### src/rtl/pe_mac_acc_if.sv
// ---------------------------------------------------------------------------
// pe_mac_acc_if
// Beat/result bus of the multiply-accumulate processing element.
//   master : drives beats (clear, in_valid, in_data, weight, bias, step,
//            shift, relu_en) and observes busy, out_valid, out_data.
//   slave  : the processing element itself.
// Packing of in_data/weight: element i sits at
//   [DATA_W*N_CELL-1-DATA_W*i -: DATA_W], i.e. element 0 in the MSBs.
// ---------------------------------------------------------------------------
interface pe_mac_acc_if #(
  parameter int DATA_W  = 8,
  parameter int N_CELL  = 9,
  parameter int BIAS_W  = 16,
  parameter int OUT_W   = 8,
  parameter int STEP_W  = 3,
  parameter int SHIFT_W = 3
);
  logic                       clear;
  logic                       in_valid;
  logic [DATA_W*N_CELL-1:0]   in_data;
  logic [DATA_W*N_CELL-1:0]   weight;
  logic [BIAS_W-1:0]          bias;
  logic [STEP_W-1:0]          step;
  logic [SHIFT_W-1:0]         shift;
  logic                       relu_en;
  logic                       busy;
  logic                       out_valid;
  logic [OUT_W-1:0]           out_data;

  modport master (
    output clear, in_valid, in_data, weight, bias, step, shift, relu_en,
    input  busy, out_valid, out_data
  );

  modport slave (
    input  clear, in_valid, in_data, weight, bias, step, shift, relu_en,
    output busy, out_valid, out_data
  );
endinterface

### src/rtl/pe_mac_acc.sv
// ---------------------------------------------------------------------------
// pe_mac_acc
// Multiply-accumulate processing element for the CNN accelerator datapath.
// Each accepted beat multiplies N_CELL signed input/weight pairs (stage 1),
// then reduces them and accumulates over step+1 beats with a single bias add
// per group (stage 2). The group result is arithmetically shifted, optionally
// ReLU'd, saturated to OUT_W and emitted as a one-cycle out_valid pulse.
// Ports:
//   clk    : rising-edge clock
//   reset  : synchronous, active-low
//   bus    : pe_mac_acc_if slave (beat inputs, busy/out_valid/out_data)
// ---------------------------------------------------------------------------
module pe_mac_acc #(
  parameter int DATA_W  = 8,
  parameter int N_CELL  = 9,
  parameter int BIAS_W  = 16,
  parameter int ACC_W   = 28,
  parameter int OUT_W   = 8,
  parameter int STEP_W  = 3,
  parameter int SHIFT_W = 3
) (
  input  logic         clk,
  input  logic         reset,
  pe_mac_acc_if.slave  bus
);

  localparam int PROD_W = 2 * DATA_W;

  localparam logic [STEP_W-1:0] STEP_ZERO = {STEP_W{1'b0}};
  localparam logic [STEP_W-1:0] STEP_ONE  = {{(STEP_W-1){1'b0}}, 1'b1};

  localparam logic signed [ACC_W-1:0] SAT_MAX = {{(ACC_W-OUT_W+1){1'b0}}, {(OUT_W-1){1'b1}}};
  localparam logic signed [ACC_W-1:0] SAT_MIN = {{(ACC_W-OUT_W+1){1'b1}}, {(OUT_W-1){1'b0}}};

  // Full-precision signed product of two DATA_W elements.
  function automatic logic signed [PROD_W-1:0] mul_f(input logic [DATA_W-1:0] a,
                                                      input logic [DATA_W-1:0] b);
    logic signed [PROD_W-1:0] a_ext;
    logic signed [PROD_W-1:0] b_ext;
    a_ext = {{DATA_W{a[DATA_W-1]}}, a};
    b_ext = {{DATA_W{b[DATA_W-1]}}, b};
    return a_ext * b_ext;
  endfunction

  // Clamp an accumulator-width value into the signed OUT_W range.
  function automatic logic [OUT_W-1:0] sat_f(input logic signed [ACC_W-1:0] v);
    logic [OUT_W-1:0] r;
    if (v > SAT_MAX) begin
      r = SAT_MAX[OUT_W-1:0];
    end else if (v < SAT_MIN) begin
      r = SAT_MIN[OUT_W-1:0];
    end else begin
      r = v[OUT_W-1:0];
    end
    return r;
  endfunction

  // Group control state
  logic [STEP_W-1:0]        cnt_r;
  logic [STEP_W-1:0]        step_lat_r;
  logic                     busy_r;

  // Stage 1 registers
  logic                     s1_valid_r;
  logic                     s1_first_r;
  logic                     s1_last_r;
  logic signed [PROD_W-1:0] s1_prod_r [N_CELL];
  logic [BIAS_W-1:0]        s1_bias_r;
  logic [SHIFT_W-1:0]       s1_shift_r;
  logic                     s1_relu_r;

  // Stage 2 registers
  logic signed [ACC_W-1:0]  acc_r;
  logic                     out_valid_r;
  logic [OUT_W-1:0]         out_data_r;

  // Combinational signals
  logic                     first_s;
  logic                     last_s;
  logic                     accept_s;
  logic [STEP_W-1:0]        step_eff_s;
  logic [STEP_W-1:0]        cnt_nxt_s;
  logic signed [PROD_W-1:0] prod_s [N_CELL];
  logic signed [ACC_W-1:0]  sum_s;
  logic signed [ACC_W-1:0]  base_s;
  logic signed [ACC_W-1:0]  total_s;
  logic signed [ACC_W-1:0]  shifted_s;
  logic signed [ACC_W-1:0]  relu_s;
  logic [OUT_W-1:0]         result_s;

  // Beat counter next-state: the first beat of a group compares against the
  // live step input, later beats against the value latched on the first beat.
  always_comb begin
    first_s    = (cnt_r == STEP_ZERO);
    step_eff_s = first_s ? bus.step : step_lat_r;
    last_s     = (cnt_r == step_eff_s);
    accept_s   = bus.in_valid & ~bus.clear;
    if (bus.clear) begin
      cnt_nxt_s = STEP_ZERO;
    end else if (bus.in_valid) begin
      cnt_nxt_s = last_s ? STEP_ZERO : (cnt_r + STEP_ONE);
    end else begin
      cnt_nxt_s = cnt_r;
    end
  end

  // Per-cell products of the presented beat.
  always_comb begin
    for (int i = 0; i < N_CELL; i++) begin
      prod_s[i] = mul_f(bus.in_data[DATA_W*N_CELL-1-DATA_W*i -: DATA_W],
                        bus.weight [DATA_W*N_CELL-1-DATA_W*i -: DATA_W]);
    end
  end

  // Adder tree, bias/accumulator selection, shift, ReLU and saturation.
  always_comb begin
    sum_s = {ACC_W{1'b0}};
    for (int i = 0; i < N_CELL; i++) begin
      sum_s = sum_s + {{(ACC_W-PROD_W){s1_prod_r[i][PROD_W-1]}}, s1_prod_r[i]};
    end
    if (s1_first_r) begin
      base_s = {{(ACC_W-BIAS_W){s1_bias_r[BIAS_W-1]}}, s1_bias_r};
    end else begin
      base_s = acc_r;
    end
    total_s   = base_s + sum_s;
    shifted_s = total_s >>> s1_shift_r;
    // ReLU is applied to the shifted value, before saturation.
    if (s1_relu_r && shifted_s[ACC_W-1]) begin
      relu_s = {ACC_W{1'b0}};
    end else begin
      relu_s = shifted_s;
    end
    result_s = sat_f(relu_s);
  end

  // Group counter, busy flag and stage-1 capture of an accepted beat.
  always_ff @(posedge clk) begin
    if (!reset) begin
      cnt_r      <= STEP_ZERO;
      step_lat_r <= STEP_ZERO;
      busy_r     <= 1'b0;
      s1_valid_r <= 1'b0;
      s1_first_r <= 1'b0;
      s1_last_r  <= 1'b0;
      s1_bias_r  <= {BIAS_W{1'b0}};
      s1_shift_r <= {SHIFT_W{1'b0}};
      s1_relu_r  <= 1'b0;
      for (int i = 0; i < N_CELL; i++) begin
        s1_prod_r[i] <= {PROD_W{1'b0}};
      end
    end else begin
      cnt_r      <= cnt_nxt_s;
      busy_r     <= (cnt_nxt_s != STEP_ZERO);
      s1_valid_r <= accept_s;
      if (accept_s) begin
        s1_first_r <= first_s;
        s1_last_r  <= last_s;
        s1_bias_r  <= bus.bias;
        s1_shift_r <= bus.shift;
        s1_relu_r  <= bus.relu_en;
        for (int i = 0; i < N_CELL; i++) begin
          s1_prod_r[i] <= prod_s[i];
        end
        if (first_s) begin
          step_lat_r <= bus.step;
        end
      end
    end
  end

  // Stage 2: accumulate and emit the group result; a clear discards the
  // beat currently in stage 1 and suppresses its pulse, out_data is held.
  always_ff @(posedge clk) begin
    if (!reset) begin
      acc_r       <= {ACC_W{1'b0}};
      out_valid_r <= 1'b0;
      out_data_r  <= {OUT_W{1'b0}};
    end else if (bus.clear) begin
      out_valid_r <= 1'b0;
    end else if (s1_valid_r) begin
      acc_r       <= total_s;
      out_valid_r <= s1_last_r;
      if (s1_last_r) begin
        out_data_r <= result_s;
      end
    end else begin
      out_valid_r <= 1'b0;
    end
  end

  assign bus.busy      = busy_r;
  assign bus.out_valid = out_valid_r;
  assign bus.out_data  = out_data_r;

endmodule

### src/flat_wrapper.sv
// flat-port wrapper written by rule: the top's interface ports become plain ports
module pe_mac_acc_flat 
#(
  parameter int DATA_W  = 8,
  parameter int N_CELL  = 9,
  parameter int BIAS_W  = 16,
  parameter int ACC_W   = 28,
  parameter int OUT_W   = 8,
  parameter int STEP_W  = 3,
  parameter int SHIFT_W = 3
)
  (clk, reset, bus_clear, bus_in_valid, bus_in_data, bus_weight, bus_bias, bus_step, bus_shift, bus_relu_en, bus_busy, bus_out_valid, bus_out_data);
  pe_mac_acc_if #(.DATA_W(DATA_W), .N_CELL(N_CELL), .BIAS_W(BIAS_W), .OUT_W(OUT_W), .STEP_W(STEP_W), .SHIFT_W(SHIFT_W)) bus_i ();
  input  logic clk;
  input  logic reset;
  input wire logic [$bits(bus_i.clear)-1:0] bus_clear;
  input wire logic [$bits(bus_i.in_valid)-1:0] bus_in_valid;
  input wire logic [$bits(bus_i.in_data)-1:0] bus_in_data;
  input wire logic [$bits(bus_i.weight)-1:0] bus_weight;
  input wire logic [$bits(bus_i.bias)-1:0] bus_bias;
  input wire logic [$bits(bus_i.step)-1:0] bus_step;
  input wire logic [$bits(bus_i.shift)-1:0] bus_shift;
  input wire logic [$bits(bus_i.relu_en)-1:0] bus_relu_en;
  output wire logic [$bits(bus_i.busy)-1:0] bus_busy;
  output wire logic [$bits(bus_i.out_valid)-1:0] bus_out_valid;
  output wire logic [$bits(bus_i.out_data)-1:0] bus_out_data;
  assign bus_i.clear = bus_clear;
  assign bus_i.in_valid = bus_in_valid;
  assign bus_i.in_data = bus_in_data;
  assign bus_i.weight = bus_weight;
  assign bus_i.bias = bus_bias;
  assign bus_i.step = bus_step;
  assign bus_i.shift = bus_shift;
  assign bus_i.relu_en = bus_relu_en;
  assign bus_busy = bus_i.busy;
  assign bus_out_valid = bus_i.out_valid;
  assign bus_out_data = bus_i.out_data;
  pe_mac_acc #(.DATA_W(DATA_W), .N_CELL(N_CELL), .BIAS_W(BIAS_W), .ACC_W(ACC_W), .OUT_W(OUT_W), .STEP_W(STEP_W), .SHIFT_W(SHIFT_W)) u_core (.clk(clk), .reset(reset), .bus(bus_i));
endmodule
### config.mk
export PLATFORM = sky130hd
export DESIGN_NAME = pe_mac_acc_flat
export DESIGN_NICKNAME = d
export VERILOG_FILES = /design/src/rtl/pe_mac_acc_if.sv /design/src/rtl/pe_mac_acc.sv /design/src/flat_wrapper.sv
export SDC_FILE = /design/constraint.sdc
export NUM_CORES = 2
export LEC_CHECK = 0
export ABC_AREA = 1
export BUFFER_PORTS_ARGS = -buffer_cell sky130_fd_sc_hd__buf_2
export CORE_MARGIN = 2
export CORE_UTILIZATION = 35
export CTS_BUF_LIST = sky130_fd_sc_hd__clkbuf_4 sky130_fd_sc_hd__clkbuf_8 sky130_fd_sc_hd__clkbuf_16
export DETAILED_ROUTE_END_ITERATION = 10
export HOLD_SLACK_MARGIN = 0.02
export PLACE_DENSITY = 0.54
export RECOVER_POWER = 25
export SYNTH_ARGS = -nofsm -noshare
export SYNTH_HDL_FRONTEND = slang
export SYNTH_SLANG_ARGS = --single-unit
### constraint.sdc
create_clock -name clk -period 7.88 [get_ports clk]
set_input_delay 1.97 -clock clk [delete_from_list [all_inputs] [get_ports clk]]
set_output_delay 1.97 -clock clk [all_outputs]
set_load 0.02 [all_outputs]
==> results.json <==
{
  "tightest_slew_ns": 3.79,
  "cts_tree": "done",
  "syn_avg_cell_area_sq_um": 7.90,
  "cts_buffers": 27,
  "die_h_um": 333,
  "ys.warnings.count": 0,
  "insertion_delay_ns": 0.58,
  "antenna_found_initial": 10,
  "synth_edf_count": 144,
  "min_path_cells": 2,
  "setup-violations-final": 0,
  "syn_to_final_growth_pct": 7.92,
  "dp_hpwl_mm": 82.1,
  "r2r-start": "u_core.s1_prod_r[0][2]",
  "period_needed_ns": 7.08,
  "layout_commonest_cell": "inv_1",
  "cts_root_buf": "clkbuf_16",
  "final_cell_mix": "inv_1, nand2_1, fa_1, ha_1, nor2_1",
  "synth.distinct_cells": 45,
  "synth_top_area_cell": "fa_1",
  "grt-ovfl-total": 0,
  "synthArstFlopShare_pct": 0,
  "hold_violations": 0,
  "cpMostUsedCell": "nand2_1",
  "drt_first_pass_iters": 6,
  "worst-r2r-cell-count": 43,
  "antenna_cells": 0,
  "core_area_sq_um": 107000,
  "startpoint_type": "flop",
  "drive_gt1_share_pct": 7.04,
  "die_w_um": 333,
  "finalSetupTns_ns": 0,
  "drcViolationCount": 0,
  "io_pins": 181,
  "routed_wl_mm": 96.0,
  "arrival_ns": 7.54,
  "worst_setup_path_end_kind": "flop",
  "die_area_sq_um": 111000,
  "hp-start": "u_core.s1_bias_r[0]",
  "synth_top_area_share_pct": 33.6,
  "synth_area_sq_um": 38000,
  "fill_cells": 11128,
  "min_to": "u_core.s1_bias_r[0]",
  "outcome": "finished, violations left",
  "netlist_top_cells_area": "fa_1, inv_1, edfxtp_1",
  "crit_fanout": 7,
  "rr_endpoint": "u_core.bus.out_data[1]",
  "grt_max_degree": 149,
  "grt_usage_pct": 17.8,
  "synth_nets": 5938,
  "via_count": 28436,
  "fp-row-count": 120,
  "fin_skew_ns": 0.0135,
  "slowest_stage": "fa_1",
  "hold_path.class": "reg -> reg",
  "drv_cap": 2,
  "synth-seq-cells": 211,
  "cts_max_level": 1,
  "required_ns": 8.34,
  "ys.flop_type": "edfxtp_1",
  "synthesis.instances": 4811,
  "synth_seq_area_share_pct": 14.9,
  "drt-vias-per-instance": 4.54,
  "route.detailed.wl_per_inst_um": 15.3,
  "rsz0062_at_grt": "no",
  "fin_crit_sh_pct": 89.9,
  "max_stage_delay_ns": 0.49,
  "rrSetupSlack_ns": 0.80,
  "finalNetCount": 5966,
  "initial_core_util_pct": 35.4,
  "cts_buffer_depth": 3,
  "final_antenna_net_count": 0,
  "clkSinkCount": 211,
  "drt-initial-drc-count": 1462,
  "fmax_ghz": 0.141,
  "grt_pass1_vias": 29585,
  "slew-limit-headroom_pct": -153,
  "postCtsSetupBuffers": 0,
  "port-buffer-count": 180,
  "cts_hold_buffers": 0,
  "grt_first_pass_wirelength_mm": 158,
  "drv_slew": 182,
  "path_clk_slew_ns": 0.06,
  "gp_congestion": 0.917,
  "violations": "capacitance limit, slew limit",
  "critPathKind": "reg -> reg"
}
## state kept, by name (all words and copies together), names as in the netlist, 3 cells and up
name and flops:
u_core.step_lat_r 3, u_core.s1_prod_r 144, u_core.cnt_r 3, u_core.bus.out_data 8
u_core.s1_bias_r 16, u_core.s1_shift_r 3, u_core.acc_r 28
## cell families (layout without fill, tap and decap cells)
family | Yosys count | count (layout) | synth area share, %
flops | 211 | 211 | 14.9
xor+xnor | 100 | 100 | 2.31
buf+inv | 1649 | 1698 | 16.3
compound gates | 435 | 435 | 6.26
fa+ha+maj | 956 | 956 | 44.1
simple gates | 1459 | 1459 | 16.1
mux | 1 | 1 | 0.0264
## worst max path at each step
stage	from	endpoint	slack, ns	cells after the start
floorplan	bus_in_valid	u_core.s1_prod_r[0][0]	0.97	5
global placement	u_core.s1_prod_r[0][2]	u_core.bus.out_data[2]	0.49	43
detailed placement	u_core.s1_prod_r[0][2]	u_core.bus.out_data[1]	0.42	43
CTS	u_core.s1_prod_r[0][2]	u_core.bus.out_data[1]	0.39	43
global route	u_core.s1_prod_r[0][2]	u_core.bus.out_data[4]	0.04	43
finish	u_core.s1_prod_r[0][2]	u_core.bus.out_data[1]	0.80	43
## timing repair
action,4_1_cts,5_1_grt
gates resized for setup,0,14
endpoints found under the setup margin,0,7
hold endpoints to repair,0,0
## synth_stat cells, types with 2 or more instances
library cell and n:
inv_1 1451, xor2_1 39, fa_1 638, o22ai_1 4, and2_1 4, o21bai_1 20
xnor2_1 61, nor2_1 215, nand4_1 25, o211ai_1 9, o21ai_0 191, nand2_2 18
a21oi_1 169, a31oi_1 5, inv_2 4, ha_1 318, dfxtp_1 67, nand2_1 919
nor3_1 25, buf_2 3, or2_2 57, a21oi_2 10, nand2_4 4, clkbuf_1 182
a21o_1 10, nand3_1 180, o21a_1 12, nand3_2 4, inv_4 2, buf_1 6
nand3b_1 2, edfxtp_1 144
## cell type report
type | count | area [sq um] | area share (%)
flip-flops and latches | 211 | 5670 | 13.8
well taps | 1403 | 1760 | 4.28
clock inverters | 18 | 249 | 0.607
inverters | 1457 | 5470 | 13.4
multi-input cells | 2951 | 26200 | 63.8
repair buffers | 191 | 963 | 2.35
clock buffers | 32 | 713 | 1.74
## through the flow
stage	utilization [%]	std cells	worst slack [ns]	area [sq um]	hold WS, ns
floorplan	-	4811	0.972	38000	0.445
global placement	37.3	6213	0.488	40000	0.464
detailed placement	37.3	6213	0.417	40000	0.465
CTS	38.2	6263	0.389	41000	0.480
global route	38.2	6263	0.0381	41000	0.499
finish	38.2	6263	0.797	41000	0.483
## routing by layer
layer	track usage [%]	routed length, um	vias up
li1	-	-	14118
met1	23.8	43700	13755
met2	31.3	46900	441
met3	1.75	3230	114
met4	3.44	2100	8
met5	0	49	-
## worst max-delay path, delay by kind of cell, from the launching register on
family / cells / cell delay [ns]
buf+inv: 5 / 0.34
fa+ha+maj: 6 / 2.47
xor+xnor: 1 / 0.18
compound gates: 10 / 1.49
flops: 1 / 0.42
simple gates: 21 / 2.08
Power is left out: the tool's default activity adds up to more than one toggle a clock period on the data nets, which glitch-free logic cannot reach.
